==> src/rtl/id_rr_stage_reg.sv <==
// Decode -> register-read pipeline register with flush/backpressure/load-use bubble handling,
// immediate formatting on advance, and a saturating count of load-use bubbles.
module id_rr_stage_reg #(
  parameter int DATA_W = 16,
  parameter int CNT_W  = 16
) (
  input  logic              clk,
  input  logic              rst,
  input  logic              should_stall,
  input  logic              stall_ext,
  input  logic              flush,
  input  logic              valid_decode,
  input  logic [3:0]        op_decode,
  input  logic [2:0]        src1_decode,
  input  logic [2:0]        src2_decode,
  input  logic [2:0]        dest_decode,
  input  logic [8:0]        imm_decode,
  input  logic [1:0]        imm_sel,
  input  logic [DATA_W-1:0] pc_decode,
  output logic              valid_regread,
  output logic [3:0]        op_regread,
  output logic [2:0]        src1_regread,
  output logic [2:0]        src2_regread,
  output logic [2:0]        dest_regread,
  output logic [DATA_W-1:0] imm_regread,
  output logic [DATA_W-1:0] pc_regread,
  output logic              if_id_hold,
  output logic [CNT_W-1:0]  stall_count
);

  typedef enum logic [2:0] {
    ACT_RESET,
    ACT_FLUSH,
    ACT_HOLD,
    ACT_BUBBLE,
    ACT_ADVANCE
  } action_t;

  action_t           action;
  logic [DATA_W-1:0] imm_ext;

  always_comb begin
    action = ACT_ADVANCE;
    if (rst)               action = ACT_RESET;
    else if (flush)        action = ACT_FLUSH;
    else if (stall_ext)    action = ACT_HOLD;
    else if (should_stall) action = ACT_BUBBLE;
  end

  always_comb begin
    imm_ext = '0;
    case (imm_sel)
      2'b00:   imm_ext = {{(DATA_W-6){imm_decode[5]}}, imm_decode[5:0]};
      2'b01:   imm_ext = {{(DATA_W-9){imm_decode[8]}}, imm_decode};
      2'b10:   imm_ext = DATA_W'(imm_decode) << 7;  // LHI: field lands in the upper bits
      default: imm_ext = DATA_W'(imm_decode);
    endcase
  end

  assign if_id_hold = (should_stall | stall_ext) & ~flush & ~rst;

  always_ff @(posedge clk) begin
    case (action)
      ACT_RESET, ACT_FLUSH, ACT_BUBBLE: begin
        valid_regread <= 1'b0;
        op_regread    <= 4'b0000;
        src1_regread  <= 3'b000;
        src2_regread  <= 3'b000;
        dest_regread  <= 3'b000;
        imm_regread   <= '0;
        pc_regread    <= '0;
      end
      ACT_ADVANCE: begin
        valid_regread <= valid_decode;
        op_regread    <= op_decode;
        src1_regread  <= src1_decode;
        src2_regread  <= src2_decode;
        dest_regread  <= dest_decode;
        imm_regread   <= imm_ext;
        pc_regread    <= pc_decode;
      end
      default: ;
    endcase
  end

  // Only hazard-inserted bubbles are counted; flush and backpressure are not stalls of ours.
  always_ff @(posedge clk) begin
    if (action == ACT_RESET)
      stall_count <= '0;
    else if (action == ACT_BUBBLE && !(&stall_count))
      stall_count <= stall_count + CNT_W'(1);
  end

endmodule

==> config.mk <==
export PLATFORM = sky130hd
export DESIGN_NAME = id_rr_stage_reg
export DESIGN_NICKNAME = d
export VERILOG_FILES = /design/src/rtl/id_rr_stage_reg.sv
export SDC_FILE = /design/constraint.sdc
export NUM_CORES = 1
export LEC_CHECK = 0
export CAP_MARGIN = 20
export CORE_MARGIN = 3
export CORE_UTILIZATION = 45
export CTS_BUF_LIST = sky130_fd_sc_hd__clkbuf_8 sky130_fd_sc_hd__clkbuf_16
export DETAILED_ROUTE_END_ITERATION = 7
export GPL_TIMING_DRIVEN = 0
export HOLD_SLACK_MARGIN = 0.1
export MAX_ROUTING_LAYER = met4
export PLACE_DENSITY = 0.83
export SYNTH_ARGS = -nofsm -noshare
export SYNTH_HDL_FRONTEND = slang
export SYNTH_SLANG_ARGS = --single-unit
==> constraint.sdc <==
create_clock -name clk -period 5 [get_ports clk]
set_clock_uncertainty 0.1 [all_clocks]
set_input_delay 1 -clock clk [delete_from_list [all_inputs] [get_ports clk]]
set_output_delay 1 -clock clk [all_outputs]
set_load 0.01 [all_outputs]
==> metrics.txt <==
Yosys top cell by area=edfxtp_1; crit path kind=in -> out; total power=roughly 1.1 mW; Via Count=approximately 2100; Post-route DRC=0; H-tree depth=3; fillers=407; vias in the first global route=just over 2000; Sw Pwr=0.249 mW; root buffer cell=clkbuf_8; startpoint type of the worst setup path=primary input; post-synthesis sequential area ratio=0.642; clk buf depth=2; fin crit share=0.703; Clk Latency, worst-skew pair=0.33 ns; top cell type's share of synthesized area=0.521; fin nets=380; P_int=roughly 0.87 mW; TritonCTS clock tree=yes; Worst Path Required=3.90 ns; GP Congestion=~0.8; FF-to-FF End=stall_count[15]; met2 usage=0.346; Sum Neg Setup Slack=0 ns; Total Wirelength=slightly below 7000 um; clock network power share=0.377; FP Rows=27; Max Slew Vio Count=0; detailed-route wire length per cell=16.6 um; # diodes=0; IO Pins=109; met1 usage=0.249; Worst Tran Pin Value=0.822 ns; worst r2r path cells=4; synth unique cells=40; Worst Hold Launch=stall_count[10]; Cells after Synth=roughly 220; detailed router's first-iteration violation count=approximately 140; top post-synthesis cells by area=edfxtp_1 52%, dfxtp_1 12%, and2_1 8.5%, a21oi_1 3.4%, nand2_1 2.4%; Worst Path Arrival=2.41 ns; Final setup viols=0; R2R setup slack=slightly below 3 ns; pin count of the biggest net entering global routing=40; 1st-pass router iterations=6; GR Overflow Total=0; yosys warns=0; Die X=82.8 um; Slew HR=0.445; fmax=approximately 0.28 GHz; Mapped Area=2650 um2; clk slew on worst S/H paths=about 0.07 ns; most frequent cells in the layout=106 x clkdlybuf4s50_1, 46 x edfxtp_1, 36 x and2_1; critical path fanouts, max=5; Fin. Hold Viols=0; Comb power frac=0.108; final core occ=0.716; gr usage total=0.211; Post-CTS Resized=0; share of cells above drive strength 1=0.0799; hpwl dp=around 5000 um; number of port buffers=roughly 110; Worst Hold Class=reg -> reg; first-pass GRT wire length=between 10000 and 15000 um; Num CTS Buffers=9; worst ir drop on vdd=0.165 mV; via-per-instance ratio=5.17; die span in y=82.8 um; Max-cap violations=0; initial antenna violation count=0; minimum clock period=3.51 ns; Critical Path End Type=output pin; DIE AREA=6850 um2; Yosys reg bits=62; commonest non-fill, non-tap cell in the layout=clkdlybuf4s50_1; WHS Endpoint=stall_count[10]; Hold Crit Depth=2; Area Growth Syn to Fin=51.4%; Leakage=1.48 nW; core region area=approximately 5600 um2; reg-to-reg critical path startpoint=stall_count[8]; mean post-synth cell area=about 12 um2; unrepaired setup endpoints after global routing=false; Post-CTS Hold Buffers=0; Post-Syn Nets=262; grt met3 use=0.0572; Reg power frac=0.515; Setup Buffers After CTS=0; Initial Utilization=0.473; grt peak-use layer=met2; Net Sw Frac=0.222; Clock Sinks=between 60 and 70; status=complete, no violations; PwrDens=279 nW/um2; Routed Antenna Nets=0
==> stage by stage <==
| stage | setup WS, ns | hold slack [ns] | cells | instance area, um2 |
|---|---|---|---|---|
| finish | 1.49 | 0.425 | 410 | 4020 |
| global route | 1.43 | 0.446 | 410 | 4020 |
| CTS | 1.46 | 0.428 | 410 | 4020 |
| detailed placement | 1.47 | 0.410 | 394 | 3830 |
| global placement | 1.46 | 0.400 | 393 | 3800 |
| floorplan | 2.32 | 0.418 | 215 | 2650 |
==> area by class of cell <==
type	count	area, um2	area share
clock buffers	9	124	0.0309
flip-flops and latches	62	1700	0.424
multi-input cells	142	886	0.221
well taps	72	90.1	0.0224
plain buffers	9	60.1	0.0150
repair buffers	107	1080	0.269
inverters	2	7.51	0.00187
clock inverters	7	65.1	0.0162
==> Yosys cell counts <==
library cell and instances:
edfxtp_1 46, and2_1 36, a21oi_1 18, nand2_1 17, dfxtp_1 16, nor2_1 12
o31ai_1 6, clkbuf_1 5, nand4_1 4, o21ai_0 4, o311ai_0 4, or4_1 4
and3_1 3, nand3_1 3, nor4_1 3, xor2_1 3, a21o_1 2, buf_6 2
inv_1 2, nand2b_1 2, nor3_1 2, o41ai_1 2, or3_1 2, and2b_2 1
and4_1 1, and4_2 1, buf_2 1, clkbuf_8 1, ha_1 1, mux2_2 1
nand3b_1 1, nor2b_1 1, nor4_4 1, nor4b_4 1, o2111ai_1 1, o211ai_1 1
o21a_1 1, or2_2 1, or3_2 1, or4b_1 1
==> worst max-delay path by stage <==
| stage | to | from | slack [ns] | cells past startpoint |
|---|---|---|---|---|
| after floorplan | dest_regread[0] | rst | 2.32 | 3 |
| after global placement | dest_regread[1] | flush | 1.46 | 3 |
| after detailed placement | if_id_hold | stall_ext | 1.47 | 4 |
| after CTS | if_id_hold | stall_ext | 1.46 | 4 |
| after global routing | if_id_hold | stall_ext | 1.43 | 4 |
| final | if_id_hold | stall_ext | 1.49 | 4 |
==> power by group through the flow <==
stage               Combinational (mW)  Sequential, mW  Clock [mW]
floorplan                       0.0239           0.599           0
global placement                 0.117           0.587           0
detailed placement               0.120           0.588           0
CTS                              0.121           0.577       0.429
global route                     0.129           0.578       0.450
finish                           0.120           0.577       0.422
==> per-layer routing <==
metal	vias up	routed length (um)
li1	1035	-
met1	989	2830
met2	88	3330
met3	8	580
met4	0	59
met5	-	0
==> registers in the layout, indices dropped and copies added (netlist names) <==
name	flops
imm_regread	16
pc_regread	16
stall_count	16
op_regread	4
dest_regread	3
src1_regread	3
src2_regread	3
valid_regread	1
==> worst max-delay path: stages <==
cell and delay [ns]:
clkdlybuf4s50_1 0.60, nor2_1 0.10, nor3_1 0.13, clkdlybuf4s50_1 0.59
==> cell families (layout without fill, tap and decap cells) <==
family	after synthesis	after routing	share of synthesized area
fa+ha+maj	1	1	0.00472
mux	1	1	0.00424
xor+xnor	3	3	0.00991
flops	62	62	0.642
simple gates	98	98	0.221
compound gates	39	39	0.0929
buf+inv	11	134	0.0255
(Power assumes the default switching activity.)
